$ cat config.mk
export PLATFORM = sky130hd
export DESIGN_NAME = regfile_wb_arbiter
export DESIGN_NICKNAME = d
export VERILOG_FILES = /design/src/rtl/regfile_wb_arbiter.sv
export SDC_FILE = /design/constraint.sdc
export NUM_CORES = 1
export LEC_CHECK = 0
export BUFFER_PORTS_ARGS = -buffer_cell sky130_fd_sc_hd__buf_4
export CAP_MARGIN = 20
export CORE_MARGIN = 1.5
export CORE_UTILIZATION = 46
export DETAILED_ROUTE_END_ITERATION = 10
export PLACE_DENSITY = 0.95
export SYNTH_ARGS = -nofsm -noshare
export SYNTH_HDL_FRONTEND = slang
export SYNTH_SLANG_ARGS = --single-unit
$ cat constraint.sdc
create_clock -name CLK -period 4 [get_ports CLK]
set_input_delay 0.2 -clock CLK [delete_from_list [all_inputs] [get_ports CLK]]
set_output_delay 0.2 -clock CLK [all_outputs]
set_load 0.02 [all_outputs]
$ cat src/rtl/regfile_wb_arbiter.sv
// Round-robin arbiter that shares the register-file write port among NREQ writeback requesters.
// Optional destination-register scoreboard (pending flags) is built when RFARB_SCOREBOARD_EN is defined.
module regfile_wb_arbiter #(
    parameter int NREQ = 3,
    parameter int AW   = 5,
    parameter int DW   = 32
) (
    input  logic                 CLK,
    input  logic                 RST_n,
    input  logic [NREQ-1:0]      req,
    input  logic [NREQ*AW-1:0]   req_addr,
    input  logic [NREQ*DW-1:0]   req_data,
    output logic [NREQ-1:0]      gnt,
    output logic                 RegWre,
    output logic [AW-1:0]        WriteReg,
    output logic [DW-1:0]        WriteData,
    input  logic                 rsv_valid,
    input  logic [AW-1:0]        rsv_reg,
    output logic [(1<<AW)-1:0]   pending,
    output logic                 arb_busy
);
    localparam int PW = (NREQ > 1) ? $clog2(NREQ) : 1;
    localparam int NREG = 1 << AW;
    localparam logic [PW-1:0] PTR_RST = PW'(NREQ - 1);

    logic [NREQ-1:0] gnt_q, gnt_d;
    logic            regwre_q, regwre_d;
    logic [AW-1:0]   write_reg_q, write_reg_d;
    logic [DW-1:0]   write_data_q, write_data_d;
    logic [PW-1:0]   rr_ptr_q, rr_ptr_d;
    logic            arb_busy_q, arb_busy_d;

    logic [NREQ-1:0] elig;
    logic            win_found;
    logic [PW-1:0]   win_idx;
    logic [PW-1:0]   cand;
    logic [AW-1:0]   win_addr;
    logic [DW-1:0]   win_data;

    // A requester granted last cycle is masked so a still-held request is not accepted twice.
    assign elig = req & ~gnt_q;

    always_comb begin
        win_found = 1'b0;
        win_idx   = rr_ptr_q;
        cand      = rr_ptr_q;
        for (int off = 1; off <= NREQ; off++) begin
            cand = PW'((int'(rr_ptr_q) + off) % NREQ);
            if (!win_found && elig[cand]) begin
                win_found = 1'b1;
                win_idx   = cand;
            end
        end
    end

    assign win_addr = req_addr[int'(win_idx)*AW +: AW];
    assign win_data = req_data[int'(win_idx)*DW +: DW];

    always_comb begin
        gnt_d        = '0;
        regwre_d     = 1'b0;
        write_reg_d  = write_reg_q;
        write_data_d = write_data_q;
        rr_ptr_d     = rr_ptr_q;
        arb_busy_d   = |elig;
        if (win_found) begin
            gnt_d[win_idx] = 1'b1;
            regwre_d       = (win_addr != '0);
            write_reg_d    = win_addr;
            write_data_d   = win_data;
            rr_ptr_d       = win_idx;
        end
    end

    always_ff @(posedge CLK or negedge RST_n) begin
        if (!RST_n) begin
            gnt_q        <= '0;
            regwre_q     <= 1'b0;
            write_reg_q  <= '0;
            write_data_q <= '0;
            rr_ptr_q     <= PTR_RST;
            arb_busy_q   <= 1'b0;
        end else begin
            gnt_q        <= gnt_d;
            regwre_q     <= regwre_d;
            write_reg_q  <= write_reg_d;
            write_data_q <= write_data_d;
            rr_ptr_q     <= rr_ptr_d;
            arb_busy_q   <= arb_busy_d;
        end
    end

    assign gnt       = gnt_q;
    assign RegWre    = regwre_q;
    assign WriteReg  = write_reg_q;
    assign WriteData = write_data_q;
    assign arb_busy  = arb_busy_q;

`ifdef RFARB_SCOREBOARD_EN
    logic [NREG-1:0] pending_q, pending_d;

    // Reservation is applied after the clear so a same-cycle set of the written register wins.
    always_comb begin
        pending_d = pending_q;
        if (win_found && regwre_d) begin
            pending_d[win_addr] = 1'b0;
        end
        if (rsv_valid && (rsv_reg != '0)) begin
            pending_d[rsv_reg] = 1'b1;
        end
    end

    always_ff @(posedge CLK or negedge RST_n) begin
        if (!RST_n) begin
            pending_q <= '0;
        end else begin
            pending_q <= pending_d;
        end
    end

    assign pending = pending_q;
`else
    logic unused_rsv;
    assign unused_rsv = rsv_valid ^ (|rsv_reg);
    assign pending    = '0;
`endif

endmodule

==> impl_metrics.ini, run 1 <==
[status]
status = complete, no violations

[logic_synthesis]
yosysWarnings = 0
yosys.area_share.simple_pct = 19.3
synth_fa_ha_area_share_pct = 1.70
synthCells = 315
synth-main-ff-cell = dfrtp_1
synth_seq_cells = 44
syn_area_sq_um = 2940
synth_compound_area_share_pct = 15.7
yosysSeqAreaShare_pct = 37.4
synth_enable_flop_cells = 0
synthDistinctLibCells = 43
syn_avg_cell_area_sq_um = 9.35
async_flop_share_pct = 100
synth-xor-area-share_pct = 0
synthMuxAreaShare_pct = 12.6
synth_top_family_by_area = simple AND/OR/NAND/NOR gates

[finish]
final_common_cell = buf_4
antenna_cells = 0
finalNetCount = 590
area_delta_synth_final_pct = 39.7
regArea_sq_um = 1100
drive_above_1_share_pct = 39.8
nFillCells = 475
multi_input_area_sq_um = 1570
mostFrequentLayoutCells = 163 x buf_4, 76 x nand2_1, 43 x dfrtp_1, 37 x mux2i_1

[routing]
final_antenna_net_count = 0
m1WireLength_um = 3270
drtIter0Drc = 104
met3_length_um = 490
detail_route.wl_per_cell_um = 15.8
top_layer = met4
vias_per_cell = 5.34
drc_errors = 0
vias = 2886
routed_wl_um = 8510
wl_met2_um = 4670
first_pass_iters = 4

[placed_design]
place_hpwl_um = 6490
gp_congestion = 0.847
port_buffers = 157

[critical_path]
timing_worst_setup_path_type = reg -> reg
cp_slowest_cell = a22oi_2
arrival_ns = 3.51
required_ns = 4.14
crit_chain = inv_1, ha_1, or3b_2, a21oi_2, a21oi_1, a22oi_2, buf_4, mux2i_1, o221ai_1
worstSetupEndpointType = flop
critPathMaxFanout = 17
critPathTopFamily = compound AO/OA/AOI/OAI gates
slowest_delay_ns = 0.58
cp_num_buf_inv = 2
setup.worst_path.start_class = flop

[global_routing]
grt_pass1_wl_um = 13800
grt_max_degree = 45
grt_antenna_before_repair = 0
grt.overflow.total = 0
grt_usage_pct = 24.4
grt_pass1_vias = 2927

[clock_tree]
clk_path_buf_depth = 2
cts.sinks = 44
path_clk_slew_ns = 0.09
htreeDepth = 2
cts_resized = 0
cts_made_buffers = 5
cts_root_buf = clkbuf_8
cts_tree = yes
clock_latency_ns = 0.29

[timing]
setup_viol = 0
fin_crit_sh_pct = 84.2
holdWs_ns = 0.205
worst_pin_slew_ns = 0.703
slew_headroom_pct = 53.1
rsz0062_at_grt = false
skew_ns = 0.00470
slew_viol_final = 0
fmax_mhz = 297
setup_tns_ns = 0
hold_violations = 0
finalCriticalPeriod_ns = 3.37

[floorplanning]
dieArea_sq_um = 6890
start_util_pct = 48.6
die_h_um = 83
dieWidth_um = 83
pin_count = 196
core_area_sq_um = 6060
fp-row-count = 28

[worst_hold_path]
hp-class = in -> reg

[power]
power.density_nw_per_um2 = 1130
p_leak_nw = 2.14
ir_worst_vdd_mv = 0.891

[job]
drv_cap = 0
state kept, by name, indices dropped and copies added (netlist names):
signal,flops
rr_ptr_q,2
WriteReg,5
WriteData,32
RegWre,1
arb_busy,1
gnt,3
synthesized netlist by cell type, types with 2 or more instances:
cell       instances  area, sq um
nor2b_1            3         18.8
nor3b_1            3         22.5
buf_6              6         67.6
mux2i_1           37          370
nor2_1             7         26.3
buf_2              3         15.0
o21ai_0            5         25.0
nor2_2             2         12.5
nor3_1             3         15.0
dfrtp_1           43         1080
nand2_1           76          285
nand2b_1           3         18.8
a2bb2oi_1          4         35.0
buf_4             32          240
nand3b_1           2         15.0
o221ai_1          32          280
clkbuf_1          12         45.0
nor4_2             2         25.0
ha_1               4         50.1
nand3_1            6         30.0
inv_1              5         18.8
a21oi_1            4         20.0
worst register-to-register path, stage by stage (launching register included):
cell	delay [ns]
dfstp_2	0.55
inv_1	0.07
ha_1	0.32
or3b_2	0.52
a21oi_2	0.25
a21oi_1	0.09
a22oi_2	0.58
buf_4	0.43
mux2i_1	0.27
o221ai_1	0.15
layout make-up:
type / count / share of cell area (%)
clock inverters: 1 / 0.182
well taps: 75 / 2.28
clock buffers: 7 / 2.10
inverters: 5 / 0.456
flip-flops and latches: 44 / 26.8
repair buffers: 164 / 30.0
multi-input cells: 244 / 38.2
what timing repair did:
action                    4_1_cts  5_1_grt
hold buffers                    1        0
hold endpoints to repair       43        0
buffers inserted                0        0
path summary, 6_finish.rpt:
kind / from / end / slack, ns / cells after the start
setup / recovery: rr_ptr_q[1]$_DFFE_PN1P_ / WriteData[30]$_DFFE_PN0P_ / 0.63 / 9
hold / removal: req_data[68] / WriteData[4]$_DFFE_PN0P_ / 0.21 / 3
setup reg to reg: rr_ptr_q[1]$_DFFE_PN1P_ / WriteData[30]$_DFFE_PN0P_ / 0.63 / 9
hold reg to reg: WriteData[22]$_DFFE_PN0P_ / WriteData[22]$_DFFE_PN0P_ / 0.49 / 2
max in group asynchronous: RST_n / arb_busy$_DFF_PN0_ / 3.17 / 2
min in group asynchronous: RST_n / WriteData[21]$_DFFE_PN0P_ / 0.44 / 2
power by group:
part           switching, mW  leakage [nW]  total (mW)  internal, mW
Clock                  0.155        0.0445       0.296         0.141
Sequential             0.130         0.543       0.844         0.714
Combinational           2.08          1.56        3.52          1.44
Total                   2.37          2.14        4.66          2.29
stage by stage:
step / util, % / setup slack (ns) / instance area, sq um / std cells / total power, mW
after global placement: 66.2 / 0.754 / 4010 / 531 / 4.26
after detailed placement: 66.2 / 0.670 / 4010 / 531 / 4.39
after global routing: 67.9 / 0.426 / 4110 / 540 / 5.03
after floorplan: - / 1.37 / 3060 / 346 / 3.56
final: 67.9 / 0.631 / 4110 / 540 / 4.66
after CTS: 67.9 / 0.638 / 4110 / 540 / 4.69
kinds of logic (layout without fill, tap and decap cells):
family | Yosys count | count (layout)
AOI/OAI and AO/OA | 55 | 55
adders and majority gates | 4 | 4
buffers and inverters | 58 | 177
DFF | 44 | 44
muxes | 37 | 37
other | 1 | 32
and+or+nand+nor | 116 | 116
per-layer routing:
metal  up-vias  track usage, %
li1       1362               -
met1      1385            28.2
met2       133            46.0
met3         6            4.37
met4         0            6.21
met5         -               0
Power figures use the tool's default switching activity.
==> inputs of run 2 (changes only) <==
CORE_UTILIZATION = 43   (was 46)
PLACE_DENSITY = 0.91   (was 0.95)
clock period = 3.1 ns   (was 4 ns; I/O delays follow)
==> impl_metrics.ini, run 2 (synthesis results as in run 1) <==
[critical_path]
cp_num_buf_inv = 3
rr_worst_depth = 10
timing_worst_setup_path_type = reg -> reg
cpMostUsedCell = buf_4
crit_chain = inv_1, ha_2, or3b_2, a21oi_2, a21oi_1, a22oi_2, buf_4, buf_4, mux2i_1, o221ai_1
timing.rr.start = rr_ptr_q[1]$_DFFE_PN1P_
required_ns = 3.26
r2r-end = WriteData[11]$_DFFE_PN0P_
worstSetupEndpointType = flop
critPathLaunch = rr_ptr_q[1]$_DFFE_PN1P_
cp_slowest_cell = dfstp_2
ff2ff_setup_slack_ns = 0.15
setup.worst_path.start_class = flop
critPathMaxFanout = 14
slowest_delay_ns = 0.55
arrival_ns = 3.10
critPathTopFamily = compound AO/OA/AOI/OAI gates

[clock_tree]
htreeDepth = 2
post_cts_buffers = 0
cts_made_buffers = 5
cts.sinks = 44
clock_latency_ns = 0.29
clk_path_buf_depth = 2
cts_tree = yes
path_clk_slew_ns = 0.09
cts_root_buf = clkbuf_8

[floorplanning]
dieWidth_um = 85.7
core_area_sq_um = 6490
fp-row-count = 29
dieArea_sq_um = 7350
die_h_um = 85.7
pin_count = 196
start_util_pct = 45.3

[timing]
fmax_mhz = 339
finalCriticalPeriod_ns = 2.95
hold_violations = 0
setup_slack_ns = 0.153
rsz0062_at_grt = false
slew_headroom_pct = 40.5
setup_tns_ns = 0
holdWs_ns = 0.154
fin_crit_sh_pct = 95.1
skew_ns = 0.00338
setup_viol = 0
slew_viol_final = 0
worst_pin_slew_ns = 0.892

[placed_design]
gp_congestion = 0.889
place_area_sq_um = 4060
dp_slack_ns = 0.0630
port_buffers = 157
place_hpwl_um = 6580

[finish]
largest_register_ffs = 32
fin_util_pct = 64.4
finalNetCount = 594
fin_area_sq_um = 4180
drive_above_1_share_pct = 40.7
mostFrequentLayoutCells = 166 x buf_4, 76 x nand2_1, 43 x dfrtp_1, 37 x mux2i_1
nFillCells = 549
final_common_cell = buf_4
area_delta_synth_final_pct = 42.1
antenna_cells = 0

[global_routing]
grt_pass1_vias = 2936
grt_antenna_before_repair = 0
grt_max_degree = 45
grt_pass1_wl_um = 13600
grt.overflow.total = 0
grt_usage_pct = 23.2

[worst_hold_path]
hold_start = req_data[83]
hp-class = in -> reg
min_to = WriteData[19]$_DFFE_PN0P_
min_delay_path_depth = 3

[routing]
vias_per_cell = 5.30
drtIter0Drc = 94
drc_errors = 0
vias = 2895
first_pass_iters = 4
final_antenna_net_count = 0
routed_wl_um = 8510
detail_route.wl_per_cell_um = 15.6

[power]
p_switching_mw = 3.09
ir_worst_vdd_mv = 0.689
p_int_mw = 3.15
seq_power_share_pct = 17.4
p_leak_nw = 2.17
power.density_nw_per_um2 = 1490
p_comb_share_pct = 75.3
clkPwrFrac_pct = 7.3
sw_frac_of_total_pct = 49.5

[job]
drv_cap = 0

[status]
status = complete, no violations
## run 2: timing repair
action,CTS,global route
endpoints found under the setup margin,0,19
endpoints found under the hold margin,43,0
hold buffers,1,0
gates resized for setup,0,1
## run 2: worst max path at each step
| stage | endpoint | slack (ns) | cells after the start |
|---|---|---|---|
| CTS | WriteData[11]$_DFFE_PN0P_ | 0.05 | 10 |
| global placement | WriteData[11]$_DFFE_PN0P_ | 0.19 | 10 |
| global route | WriteData[11]$_DFFE_PN0P_ | 0.002 | 10 |
| detailed placement | WriteData[11]$_DFFE_PN0P_ | 0.06 | 10 |
| finish | WriteData[11]$_DFFE_PN0P_ | 0.15 | 10 |
| floorplan | RegWre$_DFF_PN0_ | 0.47 | 12 |
## run 2: per-stage QoR
stage               power [mW]  std cells
global placement          5.64        537
CTS                       6.30        546
floorplan                 4.60        346
global route              6.76        546
detailed placement        5.85        537
finish                    6.24        546
## run 2: power by group through the flow
stage                     Sequential (mW)  Clock [mW]  Combinational, mW
after global placement               1.08           0               4.56
after global routing                 1.12       0.494               5.15
final                                1.09       0.456               4.69
after CTS                            1.09       0.466               4.75
after detailed placement             1.09           0               4.75
after floorplan                      1.37           0               3.23
## run 2: final cells by class
class | instances | area, sq um | area share [%]
multi-input cells | 244 | 1570 | 37.6
repair buffers | 168 | 1280 | 30.5
flip-flops and latches | 44 | 1100 | 26.4
well taps | 77 | 96.3 | 2.30
clock buffers | 5 | 68.8 | 1.65
clock inverters | 3 | 46.3 | 1.11
inverters | 5 | 18.8 | 0.449
## run 2: routing by layer
metal | share of wire [%] | track usage [%]
met4 | 1.1 | 5.43
met3 | 6.8 | 5.39
met2 | 55 | 44.1
met5 | 0 | 0
met1 | 37 | 26.0
## run 2: tightest hold or removal path, delay by kind of cell
kind	cells	cell delay (ns)
simple gates	1	0.04
buf+inv	1	0.11
compound gates	1	0.09
==> inputs of run 3 (changes only) <==
CORE_ASPECT_RATIO = 1.75   (was unset)
==> impl_metrics.ini, run 3 (synthesis results as in run 1) <==
[status]
status = complete, no violations

[finish]
drive_above_1_share_pct = 40.3
fin_util_pct = 64.4
final_cells = 551
largest_register_ffs = 32
mostFrequentLayoutCells = 166 x buf_4, 76 x nand2_1, 43 x dfrtp_1, 37 x mux2i_1
final_common_cell = buf_4
antenna_cells = 0
area_delta_synth_final_pct = 44.2
finalNetCount = 594

[routing]
routed_wl_um = 8860
drc_errors = 0
vias = 2907
vias_per_cell = 5.28
first_pass_iters = 4
final_antenna_net_count = 0
detail_route.wl_per_cell_um = 16.1
drtIter0Drc = 232

[clock_tree]
post_cts_buffers = 0
cts.sinks = 44
cts_made_buffers = 5
htreeDepth = 2
clk_path_buf_depth = 2
path_clk_slew_ns = 0.06
cts_tree = yes
cts_root_buf = clkbuf_16
clock_latency_ns = 0.28

[critical_path]
crit_chain = inv_1, ha_1, nand2_1, a2bb2oi_1, o22a_1, a21oi_1, a22oi_2, buf_4, mux2i_1, a2bb2oi_1, a41oi_2
slowest_delay_ns = 0.50
worstSetupEndpointType = flop
critPathMaxFanout = 12
required_ns = 3.24
timing_worst_setup_path_type = reg -> reg
cpMostUsedCell = a2bb2oi_1
cp_slowest_cell = ha_1
arrival_ns = 3.05
critPathTopFamily = compound AO/OA/AOI/OAI gates
setup.worst_path.start_class = flop
cp_num_buf_inv = 2

[timing]
slew_viol_final = 0
rsz0062_at_grt = false
hold_violations = 0
slew_headroom_pct = 61.6
worst_pin_slew_ns = 0.577
fmax_mhz = 343
holdWs_ns = 0.175
setup_tns_ns = 0
setup_viol = 0
setup_slack_ns = 0.188
finalCriticalPeriod_ns = 2.91
skew_ns = 0.00484
fin_crit_sh_pct = 93.9

[placed_design]
dp_cells = 542
dp_slack_ns = 0.163
port_buffers = 157
place_hpwl_um = 6980
gp_congestion = 0.915

[global_routing]
grt_antenna_before_repair = 0
grt.overflow.total = 0
grt_max_degree = 45
grt_pass1_wl_um = 14000
grt_usage_pct = 24.3
grt_pass1_vias = 3007

[floorplanning]
dieWidth_um = 65.6
core_area_sq_um = 6590
start_util_pct = 44.7
dieArea_sq_um = 7370
pin_count = 196
fp-row-count = 39
die_h_um = 112

[power]
power.density_nw_per_um2 = 1510
ir_worst_vdd_mv = 1.25
p_leak_nw = 2.20

[job]
drv_cap = 0

[worst_hold_path]
hp-class = in -> reg
==> run 3: cell types whose count changed in the layout (fill, tap and decap cells not counted), sizes merged <==
cell | previous run | this run
clkbuf | 5 | 7
clkinvlp | 1 | 0
inv | 6 | 5
==> run 3: per-stage QoR <==
| step | power, mW | cell area (sq um) |
|---|---|---|
| after global placement | 5.68 | 4060 |
| final | 6.43 | 4250 |
| after CTS | 6.44 | 4230 |
| after global routing | 6.91 | 4250 |
| after floorplan | 4.60 | 3060 |
| after detailed placement | 5.84 | 4060 |
==> run 3: area by class of cell <==
cell class | instances | area (sq um)
Clock buffer | 7 | 133
Clock inverter | 1 | 30.0
Fill cell | 544 | 2340
Inverter | 5 | 18.8
Multi-Input combinational cell | 244 | 1580
Sequential cell | 44 | 1100
Tap cell | 82 | 103
Timing Repair Buffer | 168 | 1280
==> run 3: what timing repair did <==
item                       in CTS  in global routing
hold buffers                    1                  0
hold endpoints to repair       43                  0
setup endpoints to repair       0                 11
resized for setup               0                  2
==> run 3: where the power goes <==
part	switching (mW)	internal, mW
sequential	0.177	0.923
combinational	2.74	2.00
clock	0.213	0.381
total	3.13	3.30
==> run 3: final timing paths <==
path	start	endpoint	slack [ns]	cells after the start
worst min-delay path	req[0]	arb_busy$_DFF_PN0_	0.17	3
worst max register to register	rr_ptr_q[0]$_DFFE_PN0P_	RegWre$_DFF_PN0_	0.19	11
min in group asynchronous	RST_n	WriteData[10]$_DFFE_PN0P_	0.42	2
max in group asynchronous	RST_n	WriteReg[3]$_DFFE_PN0P_	2.28	2
worst max-delay path	rr_ptr_q[0]$_DFFE_PN0P_	RegWre$_DFF_PN0_	0.19	11
worst min register to register	WriteData[22]$_DFFE_PN0P_	WriteData[22]$_DFFE_PN0P_	0.49	2
==> run 3: worst min-delay path, stage by stage <==
cell and delay (ns):
buf_4 0.11, nand2b_1 0.07, nand3_1 0.08
==> run 3: layer usage <==
layer | share of wire (%) | GRT usage, % | up-vias
li1 | - | - | 1372
met1 | 36 | 26.9 | 1373
met2 | 57 | 45.5 | 142
met3 | 5.2 | 3.31 | 20
met4 | 2.6 | 9.17 | 0
met5 | 0 | 0 | -
